<file path="src/rtl/hex_display_driver.sv">
// Multi-digit hex to 7-segment driver with a static bus and a scanned port.
// Supports leading-zero blanking, per-digit blink and selectable polarity.
module hex_display_driver #(
  parameter int NUM_DIGITS = 8,
  parameter int ACTIVE_LOW = 1,
  parameter int SCAN_DIV   = 50000,
  parameter int BLINK_DIV  = 12500000
) (
  input  logic                    clk,
  input  logic                    reset_n,
  input  logic                    load,
  input  logic [4*NUM_DIGITS-1:0] value,
  input  logic                    lz_blank,
  input  logic [NUM_DIGITS-1:0]   blink_mask,
  output logic [7*NUM_DIGITS-1:0] segs,
  output logic [6:0]              scan_segs,
  output logic [NUM_DIGITS-1:0]   scan_an,
  output logic                    updated
);

  localparam int SW = (SCAN_DIV > 1) ? $clog2(SCAN_DIV) : 1;
  localparam int BW = (BLINK_DIV > 1) ? $clog2(BLINK_DIV) : 1;
  localparam int IW = (NUM_DIGITS > 1) ? $clog2(NUM_DIGITS) : 1;

  localparam logic [SW-1:0] SCAN_MAX  = SW'(SCAN_DIV - 1);
  localparam logic [BW-1:0] BLINK_MAX = BW'(BLINK_DIV - 1);
  localparam logic [IW-1:0] IDX_MAX   = IW'(NUM_DIGITS - 1);
  localparam logic          POL       = (ACTIVE_LOW != 0);

  logic [4*NUM_DIGITS-1:0] val_q;
  logic                    lz_q;
  logic [NUM_DIGITS-1:0]   mask_q;
  logic                    load_q;

  logic [SW-1:0] scan_cnt;
  logic [IW-1:0] scan_idx;
  logic [BW-1:0] blink_cnt;
  logic          phase;

  logic [7*NUM_DIGITS-1:0] segs_nxt;
  logic [6:0]              scan_sel;
  logic [NUM_DIGITS-1:0]   an_nxt;
  logic                    seen;
  logic                    blank;
  logic [3:0]              dig;

  function automatic logic [6:0] hex7(input logic [3:0] d);
    logic [6:0] p;
    unique case (d)
      4'h0: p = 7'b0111111;
      4'h1: p = 7'b0000110;
      4'h2: p = 7'b1011011;
      4'h3: p = 7'b1001111;
      4'h4: p = 7'b1100110;
      4'h5: p = 7'b1101101;
      4'h6: p = 7'b1111101;
      4'h7: p = 7'b0000111;
      4'h8: p = 7'b1111111;
      4'h9: p = 7'b1101111;
      4'hA: p = 7'b1110111;
      4'hB: p = 7'b1111100;
      4'hC: p = 7'b0111001;
      4'hD: p = 7'b1011110;
      4'hE: p = 7'b1111001;
      default: p = 7'b1110001;
    endcase
    return p;
  endfunction

  // Walk from the most significant digit; blanking stops at first nonzero.
  always_comb begin
    seen     = 1'b0;
    blank    = 1'b0;
    dig      = '0;
    segs_nxt = '0;
    for (int i = NUM_DIGITS - 1; i >= 0; i--) begin
      dig   = val_q[4*i +: 4];
      blank = (lz_q && !seen && (dig == 4'h0) && (i != 0))
            || (phase && mask_q[i]);
      seen  = seen | (dig != 4'h0);
      segs_nxt[7*i +: 7] = blank ? {7{POL}} : (hex7(dig) ^ {7{POL}});
    end
  end

  always_comb begin
    scan_sel = '0;
    an_nxt   = '0;
    for (int i = 0; i < NUM_DIGITS; i++) begin
      if (IW'(i) == scan_idx) begin
        scan_sel  = segs_nxt[7*i +: 7];
        an_nxt[i] = 1'b1;
      end
    end
  end

  always_ff @(posedge clk or negedge reset_n) begin
    if (!reset_n) begin
      val_q   <= '0;
      lz_q    <= 1'b0;
      mask_q  <= '0;
      load_q  <= 1'b0;
      updated <= 1'b0;
    end else begin
      if (load) begin
        val_q  <= value;
        lz_q   <= lz_blank;
        mask_q <= blink_mask;
      end
      load_q  <= load;
      updated <= load_q;
    end
  end

  always_ff @(posedge clk or negedge reset_n) begin
    if (!reset_n) begin
      segs      <= {(7*NUM_DIGITS){POL}};
      scan_segs <= {7{POL}};
      scan_an   <= {NUM_DIGITS{POL}};
    end else begin
      segs      <= segs_nxt;
      scan_segs <= scan_sel;
      scan_an   <= an_nxt ^ {NUM_DIGITS{POL}};
    end
  end

  always_ff @(posedge clk or negedge reset_n) begin
    if (!reset_n) begin
      scan_cnt <= '0;
      scan_idx <= '0;
    end else if (scan_cnt == SCAN_MAX) begin
      scan_cnt <= '0;
      scan_idx <= (scan_idx == IDX_MAX) ? '0 : scan_idx + 1'b1;
    end else begin
      scan_cnt <= scan_cnt + 1'b1;
    end
  end

  always_ff @(posedge clk or negedge reset_n) begin
    if (!reset_n) begin
      blink_cnt <= '0;
      phase     <= 1'b0;
    end else if (blink_cnt == BLINK_MAX) begin
      blink_cnt <= '0;
      phase     <= ~phase;
    end else begin
      blink_cnt <= blink_cnt + 1'b1;
    end
  end

endmodule

</file>
<file path="config.mk">
export PLATFORM = sky130hd
export DESIGN_NAME = hex_display_driver
export DESIGN_NICKNAME = d
export VERILOG_FILES = /design/src/rtl/hex_display_driver.sv
export SDC_FILE = /design/constraint.sdc
export NUM_CORES = 1
export LEC_CHECK = 0
export CAP_MARGIN = 10
export CORE_AREA = 2 2 134 123
export DETAILED_ROUTE_END_ITERATION = 7
export DIE_AREA = 0 0 136 125
export GPL_TIMING_DRIVEN = 0
export PLACE_DENSITY = 0.87
export SYNTH_ARGS = -nofsm -noshare
export SYNTH_HDL_FRONTEND = slang
export SYNTH_SLANG_ARGS = --single-unit
</file>
<file path="constraint.sdc">
create_clock -name clk -period 4.3 [get_ports clk]
set_clock_uncertainty 0.2 [all_clocks]
set_input_delay 0.43 -clock clk [delete_from_list [all_inputs] [get_ports clk]]
set_output_delay 0.43 -clock clk [all_outputs]
set_load 0.05 [all_outputs]
</file>
==> summary.md <==
| Metric | Value |
|---|---|
| Status | `finished clean` |
| Pleak | `around 4.4 nW` |
| Largest net degree at the start of global routing | `97` |
| CP Cell Sequence | `inv_1 -> ha_1 -> or3b_4 -> nor4_4 -> a22oi_4 -> o211ai_1 -> a221oi_1 -> nor3_1 -> o221a_2` |
| Initial Util | `51.80%` |
| Hold Fails Final Rpt | `0` |
| Final setup margin | `1.027 ns` |
| Minimum clock period | `about 3.3 ns` |
| Final worst path period share | `76.13%` |
| Ys async rst share | `100.0%` |
| Synthesized cell area | `8155 um^2` |
| FP Rows | `44` |
| Worst skew pair latency | `0.43 ns` |
| DP HPWL | `15060 um` |
| Mapped Avg Cell Area | `10.14 um^2` |
| Port Buffers | `115` |
| H-tree depth | `4` |
| Power Density | `roughly 430 nW/um^2` |
| Synthesis-stage register bit count | `between 150 and 200` |
| EDFF count, synth | `0` |
| Synth top cells by count | `nand2_1 (113), dfrtp_1 (87), dfstp_2 (71), nor2_1 (60), o21ai_0 (55)` |
| Seq/Total Area, Yosys | `49.57%` |
| RR Startpoint | `val_q[24]$_DFFE_PN0P_` |
| Synth warnings | `0` |
| Core area | `around 16000 um^2` |
| Slew HR | `40.90%` |
| Required time of the critical path | `approximately 4.5 ns` |
| Gpl congestion | `0.9453` |
| DR pass1 iterations | `7` |
| TritonCTS Sinks | `between 150 and 200` |
| RSZ-0062 raised after global routing | `no` |
| Final ANT Viol Nets | `0` |
| Max_cap viols | `0` |
| CP peak stage delay | `0.53 ns` |
| Final setup vio count | `0` |
| Setup WS pre-CTS | `1.163 ns` |
| HP Class | `flip-flop to flip-flop` |
| Critical path class | `flip-flop to flip-flop` |
| CP top delay family | `simple AND/OR/NAND/NOR gates` |
| Top-area cell type share of the netlist area | `26.70%` |
| Worst-path cell with the longest stage delay | `nor4_4` |
| Die Width | `between 100 and 150 um` |
| Via count | `6607` |
| Ys flop type | `dfrtp_1` |
| Min Hold Slack | `0.1494 ns` |
| Worst setup EP type | `flip-flop` |
| Area growth, synth to finish | `24.95%` |
| Number of vias per cell | `roughly 5.7` |
| Area after DPL | `around 9600 um^2` |
| Die Y | `around 130 um` |
| CP bufs+invs | `1` |
| Routed wire length | `20990 um` |
| Maximum VDD drop | `between 0.0002 and 0.0003 V` |
| Critical Path Source | `val_q[24]$_DFFE_PN0P_` |
| Drt drc | `0` |
| Grt ovf | `0` |
| Final Cell Area | `10190 um^2` |
| Clock slew at reported path FFs | `0.06 ns` |
| Mapped Cells | `804` |
| Hold Crit Start | `load_q$_DFF_PN0_` |
| Layout cells sized above 1 | `15.84%` |
| Num CTS Buffers | `17` |
| Distinct cells, synth | `65` |
| Die area | `17000 um^2` |
| First-pass GRT wire length | `33190 um` |
| Most common cell in the synthesized netlist | `nand2_1` |
| FMAX | `between 0.3 and 0.4 GHz` |
| Synth area leaders | `dfrtp_1 (27%), dfstp_2 (23%), ha_1 (7.4%)` |
| DR WL/cell | `18.10 um` |
| CTS Buffer Depth | `2` |
| CP Data Arrival Time | `3.44 ns` |
| Synthesized net count | `896` |
| Max-slew violations | `0` |
| Measured slew at the worst slew-check pin | `0.8865 ns` |
| Vias in the first global route | `6353` |
| Worst Path Max Fanout | `7` |
| Cell taking the most area after synthesis | `dfrtp_1` |
| # nets final | `1032` |
| Iteration-0 DRC Markers | `684` |
| Setup Fix Bufs, Post-CTS | `0` |
| Worst Setup Start Kind | `flip-flop` |
| GRT Resource Usage Total | `25.32%` |
| IO Pins | `116` |
| Final core occ | `around 65%` |
| CTS tree | `yes` |
| Diode count | `0` |
| CTS root buf | `clkbuf_16` |
| Setup TNS | `0 ns` |
| Initial antenna violation count | `0` |
layout make-up:
type | count | area (um^2)
repair buffers | 117 | 1190
clock inverters | 8 | 117.6
inverters | 37 | 138.9
multi-input cells | 572 | 3837
plain buffers | 37 | 142.6
clock buffers | 24 | 461.7
flip-flops and latches | 158 | 4043
fillers | 1244 | 5555
well taps | 207 | 259.0
worst register-to-register path, stage by stage, from the launching register on:
cell and delay (ns):
dfrtp_1 0.42, inv_1 0.16, ha_1 0.22, or3b_4 0.43, nor4_4 0.53, a22oi_4 0.20, o211ai_1 0.22, a221oi_1 0.17
nor3_1 0.40, o221a_2 0.28
worst paths after layout:
kind,cells after the start,slack [ns],endpoint
hold / removal,0,0.15,updated$_DFF_PN0_
max in group asynchronous,3,2.68,segs[53]$_DFF_PN1_
hold reg to reg,0,0.15,updated$_DFF_PN0_
min in group asynchronous,2,0.36,val_q[13]$_DFFE_PN0P_
setup / recovery,9,1.03,scan_segs[3]$_DFF_PN1_
setup reg to reg,9,1.03,scan_segs[3]$_DFF_PN1_
timing repair:
action	4_1_cts	5_1_grt
hold endpoints to repair	19	0
hold buffers	1	0
setup endpoints to repair	0	0
resized for setup	0	0
registers in the layout (all words and copies together) (netlist names):
signal     flops
val_q         32
updated        1
lz_q           1
blink_cnt     24
scan_segs      7
segs          56
scan_an        8
mask_q         8
phase          1
scan_cnt      16
load_q         1
scan_idx       3
layer usage:
metal	vias to the layer above	global-route usage, %	part of all wire, %
met5	-	0	0
met4	0	8.517	2.7
met3	45	6.042	6.3
met2	266	39.05	46
met1	3228	35.31	45
li1	3068	-	-
layout by cell type, fill, tap and decap left out, drive strengths merged, types with 11 or more instances in the layout:
cell / Yosys / routed
inv: 36 / 36
a21oi: 27 / 27
dfstp: 71 / 71
clkdlybuf4s50: 0 / 114
ha: 48 / 48
dfrtp: 87 / 87
nor2b: 15 / 15
mux2: 28 / 28
nand3: 33 / 33
o211ai: 22 / 22
and3: 11 / 11
nor2: 60 / 60
o21ai: 55 / 55
xor2: 25 / 25
nand2: 113 / 113
nand2b: 13 / 13
clkbuf: 34 / 58
report_power, final:
part           internal [W]  leakage [nW]  switching (W)
clock              0.000924         0.282       0.000567
sequential          0.00169          1.84      0.0000728
combinational      0.000373          2.30       0.000714
total               0.00298          4.43        0.00135
stage by stage:
stage                     power [W]  instances
after global routing       0.004505       1160
after CTS                  0.004352       1160
final                      0.004338       1160
after floorplan            0.002470        804
after global placement     0.002835       1126
after detailed placement   0.002853       1127
kinds of logic after synthesis:
logic type,Yosys count,synth area share (%)
AO/OA/AOI/OAI,168,14.25
XOR/XNOR,35,3.759
adder cells (fa/ha/maj),48,7.364
buffers and inverters,74,3.452
flip-flops,158,49.57
multiplexers,32,4.357
AND/OR/NAND/NOR,289,17.24
Power figures use the tool's default switching activity.
